File: config.mk
export PLATFORM = sky130hd
export DESIGN_NAME = hazard_ctrl
export DESIGN_NICKNAME = d
export VERILOG_FILES = /design/src/rtl/hazard_ctrl_pkg.sv /design/src/rtl/hazard_shadow_stage.sv /design/src/rtl/hazard_ctrl.sv
export SDC_FILE = /design/constraint.sdc
export NUM_CORES = 1
export LEC_CHECK = 0
export CAP_MARGIN = 5
export CELL_PAD_IN_SITES_DETAIL_PLACEMENT = 2
export CELL_PAD_IN_SITES_GLOBAL_PLACEMENT = 2
export CORE_UTILIZATION = 34
export DETAILED_ROUTE_END_ITERATION = 6
export PLACE_DENSITY_LB_ADDON = 0.1
export SLEW_MARGIN = 20
export SYNTH_ARGS = -nofsm -noshare
export SYNTH_HDL_FRONTEND = slang
export SYNTH_HIERARCHICAL = 1
export SYNTH_SLANG_ARGS = --single-unit
export TNS_END_PERCENT = 20
File: constraint.sdc
create_clock -name clk -period 5.8 [get_ports clk]
set_input_delay 0.58 -clock clk [delete_from_list [all_inputs] [get_ports clk]]
set_output_delay 0.58 -clock clk [all_outputs]
set_load 0.01 [all_outputs]
File: src/rtl/hazard_ctrl_pkg.sv
// Shared constants for the pipeline hazard controller: forwarding-select
// encodings (common with the ALU operand muxes) and default widths.
package hazard_ctrl_pkg;

    localparam int unsigned DEF_REG_AW = 5;
    localparam int unsigned DEF_CNT_W  = 32;
    localparam int unsigned FWD_W      = 2;

    localparam logic [FWD_W-1:0] FWD_RF    = 2'b00;
    localparam logic [FWD_W-1:0] FWD_EXMEM = 2'b01;
    localparam logic [FWD_W-1:0] FWD_MEMWB = 2'b10;

endpackage

File: src/rtl/hazard_shadow_stage.sv
// One shadow-pipeline entry {v, rd, wen, ld}; a bubble loads an invalid entry.
module hazard_shadow_stage
    import hazard_ctrl_pkg::*;
#(
    parameter int unsigned AW = DEF_REG_AW
) (
    input  logic          clk,
    input  logic          rst_n,
    input  logic          bubble,
    input  logic          d_v,
    input  logic [AW-1:0] d_rd,
    input  logic          d_wen,
    input  logic          d_ld,
    output logic          q_v,
    output logic [AW-1:0] q_rd,
    output logic          q_wen,
    output logic          q_ld
);

    always_ff @(posedge clk or negedge rst_n) begin
        if (!rst_n) begin
            q_v   <= 1'b0;
            q_rd  <= '0;
            q_wen <= 1'b0;
            q_ld  <= 1'b0;
        end else begin
            q_v   <= d_v & ~bubble;
            q_rd  <= d_rd;
            q_wen <= d_wen;
            q_ld  <= d_ld;
        end
    end

endmodule

File: src/rtl/hazard_ctrl.sv
// Hazard controller for the 5-stage core: load-use stall, redirect flush,
// registered ALU forwarding selects and stall/flush performance counters.
module hazard_ctrl
    import hazard_ctrl_pkg::*;
#(
    parameter int unsigned REG_AW = DEF_REG_AW,
    parameter int unsigned CNT_W  = DEF_CNT_W
) (
    input  logic              clk,
    input  logic              rst_n,
    input  logic              id_valid,
    input  logic [REG_AW-1:0] id_rs1,
    input  logic [REG_AW-1:0] id_rs2,
    input  logic              id_rs1_used,
    input  logic              id_rs2_used,
    input  logic [REG_AW-1:0] id_rd,
    input  logic              id_wen,
    input  logic              id_is_load,
    input  logic              ex_redirect,
    output logic              stall_if,
    output logic              stall_id,
    output logic              flush_if,
    output logic              bubble_ex,
    output logic [FWD_W-1:0]  fwd_rs1_sel,
    output logic [FWD_W-1:0]  fwd_rs2_sel,
    output logic [CNT_W-1:0]  stall_cnt,
    output logic [CNT_W-1:0]  flush_cnt
);

    logic              ex_v,   mem_v,   wb_v;
    logic [REG_AW-1:0] ex_rd,  mem_rd,  wb_rd;
    logic              ex_wen, mem_wen, wb_wen;
    logic              ex_ld,  mem_ld,  wb_ld;

    logic              luh;
    logic              ex_m1, ex_m2, mem_m1, mem_m2;
    logic [FWD_W-1:0]  rs1_sel_d, rs2_sel_d;
    logic              wb_unused;

    // x0 is hardwired zero, so it never produces a forwardable value
    function automatic logic entry_match(input logic v, input logic wen,
                                         input logic [REG_AW-1:0] rd,
                                         input logic [REG_AW-1:0] rs);
        return v & wen & (rd != '0) & (rd == rs);
    endfunction

    hazard_shadow_stage #(.AW(REG_AW)) u_s_ex (
        .clk(clk), .rst_n(rst_n), .bubble(bubble_ex),
        .d_v(id_valid), .d_rd(id_rd), .d_wen(id_wen), .d_ld(id_is_load),
        .q_v(ex_v), .q_rd(ex_rd), .q_wen(ex_wen), .q_ld(ex_ld)
    );

    hazard_shadow_stage #(.AW(REG_AW)) u_s_mem (
        .clk(clk), .rst_n(rst_n), .bubble(1'b0),
        .d_v(ex_v), .d_rd(ex_rd), .d_wen(ex_wen), .d_ld(ex_ld),
        .q_v(mem_v), .q_rd(mem_rd), .q_wen(mem_wen), .q_ld(mem_ld)
    );

    hazard_shadow_stage #(.AW(REG_AW)) u_s_wb (
        .clk(clk), .rst_n(rst_n), .bubble(1'b0),
        .d_v(mem_v), .d_rd(mem_rd), .d_wen(mem_wen), .d_ld(mem_ld),
        .q_v(wb_v), .q_rd(wb_rd), .q_wen(wb_wen), .q_ld(wb_ld)
    );

    // WB producers are covered by the regfile write-before-read bypass
    assign wb_unused = ^{wb_v, wb_rd, wb_wen, wb_ld, mem_ld};

    // Hazard detection and stall/flush control; a redirect overrides a stall
    always_comb begin
        ex_m1     = entry_match(ex_v,  ex_wen,  ex_rd,  id_rs1) & id_rs1_used;
        ex_m2     = entry_match(ex_v,  ex_wen,  ex_rd,  id_rs2) & id_rs2_used;
        mem_m1    = entry_match(mem_v, mem_wen, mem_rd, id_rs1) & id_rs1_used;
        mem_m2    = entry_match(mem_v, mem_wen, mem_rd, id_rs2) & id_rs2_used;
        luh       = id_valid & ex_ld & (ex_m1 | ex_m2);
        flush_if  = ex_redirect;
        bubble_ex = ex_redirect | luh;
        stall_if  = luh & ~ex_redirect;
        stall_id  = luh & ~ex_redirect;
    end

    // Forward selection for the instruction entering EX; youngest producer wins
    always_comb begin
        rs1_sel_d = FWD_RF;
        rs2_sel_d = FWD_RF;
        if (id_valid && !bubble_ex) begin
            if (ex_m1)       rs1_sel_d = FWD_EXMEM;
            else if (mem_m1) rs1_sel_d = FWD_MEMWB;
            if (ex_m2)       rs2_sel_d = FWD_EXMEM;
            else if (mem_m2) rs2_sel_d = FWD_MEMWB;
        end
    end

    always_ff @(posedge clk or negedge rst_n) begin
        if (!rst_n) begin
            fwd_rs1_sel <= FWD_RF;
            fwd_rs2_sel <= FWD_RF;
        end else begin
            fwd_rs1_sel <= rs1_sel_d;
            fwd_rs2_sel <= rs2_sel_d;
        end
    end

    // Performance counters wrap freely
    always_ff @(posedge clk or negedge rst_n) begin
        if (!rst_n) begin
            stall_cnt <= '0;
            flush_cnt <= '0;
        end else begin
            if (stall_id)    stall_cnt <= stall_cnt + CNT_W'(1);
            if (ex_redirect) flush_cnt <= flush_cnt + CNT_W'(1);
        end
    end

endmodule

==> impl_metrics.py, run 1 <==
metrics = {
    "status": {
        "status": "finished, final reports clean",
    },
    "worst_setup_path": {
        "critPathKind": "input pin to output pin",
        "r2r_cells": 5,
        "worst-endpoint-arrival_ns": 3.17,
        "ff2ff_setup_slack_ns": 3.10,
        "cp-end-kind": "output pin",
        "crit_required_ns": 5.22,
        "timing.rr.end": "stall_cnt[1]",
        "cp_max_fo": 12,
        "worst_setup_path_start_kind": "input pin",
        "r2r-start": "u_s_ex/q_rd[4]",
    },
    "layout": {
        "drive_gt1_share_pct": 5.91,
        "final_util_pct": 46.5,
        "final_nets": 461,
        "regArea_um2": 2080,
        "fillers": 1194,
        "area_delta_synth_final_pct": 33.5,
        "antenna_cells": 0,
        "multiInputGateArea_um2": 1800,
    },
    "global_route": {
        "antenna_found_initial": 0,
        "first_global_vias": 3344,
        "grtUsageTotal_pct": 20.3,
        "grt_max_degree": 84,
        "grt_pass1_wl_mm": 18.3,
        "grt_overflow": 0,
    },
    "floorplanning": {
        "io_pins": 95,
        "fp.dieH_um": 110,
        "initial_core_util_pct": 34.8,
        "rows": 39,
        "dieArea_um2": 12100,
        "die_w_um": 110,
        "fp.coreArea_um2": 11400,
    },
    "pwr": {
        "p_leak_uw": 0.00232,
        "max-vdd-ir-drop_mv": 0.243,
        "powerDensity_nw_per_um2": 264,
    },
    "placement": {
        "dp_hpwl_mm": 7.75,
        "port_buffers": 94,
        "globalplace.congestion": 0.766,
    },
    "timing": {
        "max-slew-margin-rel_pct": 40.6,
        "worstMarginPinSlew_ns": 0.890,
        "final-hold-violation-count": 0,
        "period_needed_ns": 3.75,
        "fmax_mhz": 267,
        "final_max_slew_viol_count": 0,
        "fin_skew_ns": 0.00456,
        "fin_tns_setup_ns": 0,
        "rsz0062_at_grt": "no",
        "setup_viol": 0,
        "post-route-period-util_pct": 64.6,
    },
    "detailed_routing": {
        "drt-initial-drc-count": 87,
        "routed_wl_mm": 11.2,
        "via_per_inst": 5.22,
        "post_drt_wl_per_cell_um": 19.2,
        "antenna_left": 0,
        "drtPass1Iterations": 4,
        "dr_total_vias": 3041,
        "drc": 0,
    },
    "yosys": {
        "syn_avg_cell_area_um2": 11.4,
        "yosys_warnings": 6,
        "syn_area_um2": 3970,
        "synth_nets": 374,
        "syn_inst": 349,
    },
    "clock_network": {
        "max-clock-path-buffers": 2,
        "numCtsBuffers": 9,
        "clock_latency_ns": 0.34,
        "htreeDepth": 3,
        "cts_tree": "yes",
        "cts_resized": 0,
        "cts-hold-fix-buffers": 0,
        "cts_root_buf": "clkbuf_16",
        "clock_sinks": 83,
        "clk_pin_slew_ns": 0.06,
        "post_cts_buffers": 0,
    },
    "worst_hold_path": {
        "hold_class": "input pin to asynchronous set/reset pin",
    },
    "job": {
        "cap_violations": 0,
    },
}
-- worst max-delay path: stages --
cell and delay [ns]:
clkdlybuf4s50_1 0.45, xor2_1 0.17, nor4_1 0.45, nand3_1 0.47, nand2_1 0.23, a31o_2 0.22
clkdlybuf4s50_1 0.60
-- through the flow --
stage	instance area [µm²]	worst slack [ns]	hold WS (ns)	power [µW]	instances
finish	5310	2.05	0.267	1400	583
global placement	5010	2.15	0.381	827	568
CTS	5300	2.04	0.398	1420	583
floorplan	3970	3.35	0.284	728	349
global route	5310	1.87	0.357	1460	583
detailed placement	5010	2.05	0.397	831	568
-- flip-flops by register name, indices dropped and copies added (netlist names) --
register and flops:
u_s_mem/q_wen 1, u_s_ex/q_wen 1, fwd_rs1_sel 2, u_s_mem/q_v 1, u_s_mem/q_rd 5, u_s_ex/q_v 1
flush_cnt 32, fwd_rs2_sel 2, stall_cnt 32, u_s_ex/q_ld 1, u_s_ex/q_rd 5
-- cells in the final DEF, fill, tap and decap left out, types with 4 or more instances in the layout --
cell             count
o2111ai_1           17
nor4_1               6
xnor2_1             40
nand3_1             19
and2_1               4
clkdlybuf4s50_1     93
a211oi_1            11
nand4_1             10
o21ai_0              4
xor2_1              42
nand2_1             20
clkbuf_16            9
and4_1              14
dfrtp_1             83
inv_1                4
and3_1              10
nor2_1              16
-- report_power, final --
group          total, µW  switching (µW)  internal, µW
Sequential           654            43.8           611
Combinational        164            73.3          91.0
Clock                581             227           354
Total               1400             344          1060
-- layer usage --
layer | vias to the layer above | share of wire [%] | global-route usage [%] | wire length [µm]
met5 | - | 0 | 0 | 0
met4 | 0 | 1.2 | 5.55 | 134
met3 | 12 | 5.2 | 6.35 | 579
met2 | 71 | 47 | 31.6 | 5270
met1 | 1541 | 47 | 27.2 | 5200
li1 | 1417 | - | - | -
-- cell type report --
cell class | instances | share of cell area (%)
clock inverter | 2 | 0.660
multi-input combinational | 244 | 33.9
tap | 143 | 3.37
timing repair buffer | 94 | 17.8
clock buffer | 13 | 4.90
inverter | 4 | 0.283
sequential | 83 | 39.1
-- how the worst max path moves through the flow --
| stage | start | slack (ns) | depth (start not counted) | endpoint |
|---|---|---|---|---|
| after floorplan | id_rs2[4] | 3.35 | 7 | stall_if |
| after CTS | id_rs2[4] | 2.04 | 7 | bubble_ex |
| after detailed placement | id_rs1[3] | 2.05 | 7 | bubble_ex |
| after global placement | id_rs1[3] | 2.15 | 7 | stall_id |
| final | id_rs2[4] | 2.05 | 7 | bubble_ex |
| after global routing | id_rs2[0] | 1.87 | 7 | stall_id |
(Power assumes the default switching activity.)
==> inputs of run 2 (changes only) <==
CORE_UTILIZATION = 32   (was 34)
clock period = 3.8 ns   (was 5.8 ns; I/O delays follow)
==> impl_metrics.py, run 2 (synthesis results as in run 1) <==
metrics = {
    "worst_setup_path": {
        "worst_setup_path_start_kind": "input pin",
        "cp_max_fo": 12,
        "cp-end-kind": "output pin",
        "worst_path_max_delay_cell": "clkdlybuf4s50_1",
        "worstPathCellList": "clkdlybuf4s50_1, xor2_1, nor4_1, nand3_1, buf_4, nand2_1, and4_1, clkdlybuf4s50_1",
        "slowest_delay_ns": 0.58,
        "worst-endpoint-arrival_ns": 2.69,
        "crit_top_cell": "clkdlybuf4s50_1",
        "critPathKind": "input pin to output pin",
        "crit_required_ns": 3.42,
    },
    "floorplanning": {
        "io_pins": 95,
        "rows": 40,
        "fp.dieH_um": 113,
        "dieArea_um2": 12900,
        "initial_core_util_pct": 32.9,
        "fp.coreArea_um2": 12100,
        "die_w_um": 113,
    },
    "timing": {
        "fmax_mhz": 325,
        "worstMarginPinSlew_ns": 0.826,
        "max-slew-margin-rel_pct": 44.9,
        "fin_skew_ns": 0.00510,
        "rsz0062_at_grt": "no",
        "final_max_slew_viol_count": 0,
        "period_needed_ns": 3.07,
        "post-route-period-util_pct": 80.9,
        "fin_tns_setup_ns": 0,
        "setup_viol": 0,
        "final-hold-violation-count": 0,
    },
    "detailed_routing": {
        "via_per_inst": 5.02,
        "drc": 0,
        "post_drt_wl_per_cell_um": 18.4,
        "drtPass1Iterations": 4,
        "drt-initial-drc-count": 123,
        "routed_wl_mm": 11.3,
        "dr_total_vias": 3079,
        "antenna_left": 0,
    },
    "clock_network": {
        "clock_latency_ns": 0.34,
        "cts_tree": "yes",
        "cts_resized": 0,
        "clock_sinks": 83,
        "max-clock-path-buffers": 2,
        "numCtsBuffers": 9,
        "clk_pin_slew_ns": 0.06,
        "post_cts_buffers": 0,
        "htreeDepth": 3,
        "cts_root_buf": "clkbuf_16",
        "cts-hold-fix-buffers": 0,
    },
    "layout": {
        "final_common_cell": "clkdlybuf4s50_1",
        "final_nets": 466,
        "fillers": 1253,
        "drive_gt1_share_pct": 6.97,
        "reg_top3": "flush_cnt: 32 flops, stall_cnt: 32 flops",
        "antenna_cells": 0,
        "area_delta_synth_final_pct": 35.2,
        "layout_common_cells": "93 x clkdlybuf4s50_1, 83 x dfrtp_1, 42 x xor2_1, 40 x xnor2_1, 20 x nand2_1",
        "fin_cells": 613,
        "final_area_um2": 5370,
    },
    "global_route": {
        "antenna_found_initial": 0,
        "grt_overflow": 0,
        "grt_max_degree": 65,
        "first_global_vias": 3421,
        "grt_pass1_wl_mm": 18.5,
        "grtUsageTotal_pct": 18.9,
    },
    "pwr": {
        "p_leak_uw": 0.00234,
        "max-vdd-ir-drop_mv": 0.237,
        "powerDensity_nw_per_um2": 398,
    },
    "worst_hold_path": {
        "hold_class": "input pin to asynchronous set/reset pin",
    },
    "placement": {
        "globalplace.congestion": 0.763,
        "dp.cells": 598,
        "place_area_um2": 5080,
        "dp_hpwl_mm": 7.97,
        "port_buffers": 94,
    },
    "job": {
        "cap_violations": 0,
    },
    "status": {
        "status": "finished, final reports clean",
    },
}
[run 2: worst max-delay path: cells and delay by family]
family                 cells  cell delay [ns]
XOR/XNOR                   1             0.17
buffers and inverters      3             1.24
AND/OR/NAND/NOR            4             0.90
[run 2: power by group]
| part | total (µW) | switching (µW) | internal (µW) |
|---|---|---|---|
| logic | 259 | 118 | 141 |
| registers | 999 | 67.3 | 932 |
| clock network | 880 | 339 | 541 |
[run 2: path summary, 6_finish.rpt]
check / end / start / cells past startpoint / slack [ns]
worst min-delay path: u_s_ex/q_rd[1] / rst_n / 1 / 0.13
worst max-delay path: stall_if / id_rs1[0] / 8 / 0.73
min in group clk: u_s_mem/q_wen / u_s_ex/q_wen / 0 / 0.40
max in group asynchronous: flush_cnt[8] / rst_n / 2 / 2.86
worst min register to register: u_s_mem/q_wen / u_s_ex/q_wen / 0 / 0.40
worst max register to register: stall_cnt[18] / u_s_ex/q_rd[0] / 6 / 1.41
[run 2: metal layers]
layer	vias to the layer above	part of all wire [%]	GRT usage [%]
met4	0	1.2	6.32
met2	63	48	30.6
met5	-	0	0
met1	1573	48	25.3
li1	1432	-	-
met3	11	3.0	3.72
[run 2: layout make-up]
cell class,count,area [µm²],share of cell area [%]
clock inverter,2,35.0,0.652
tap,168,210,3.91
inverter,4,15.0,0.280
clock buffer,13,260,4.85
timing repair buffer,99,976,18.2
sequential,83,2080,38.7
multi-input combinational,244,1800,33.5
[run 2: metrics by stage]
stage | total power [µW] | worst slack (ns) | hold slack [ns] | util (%)
finish | 2140 | 0.725 | 0.126 | 44.5
global route | 2240 | 0.525 | 0.188 | 44.5
CTS | 2180 | 0.682 | 0.175 | 44.5
detailed placement | 1280 | 0.709 | 0.383 | 42.1
global placement | 1260 | 0.738 | 0.366 | 42.1
floorplan | 1110 | 1.59 | 0.0844 | -
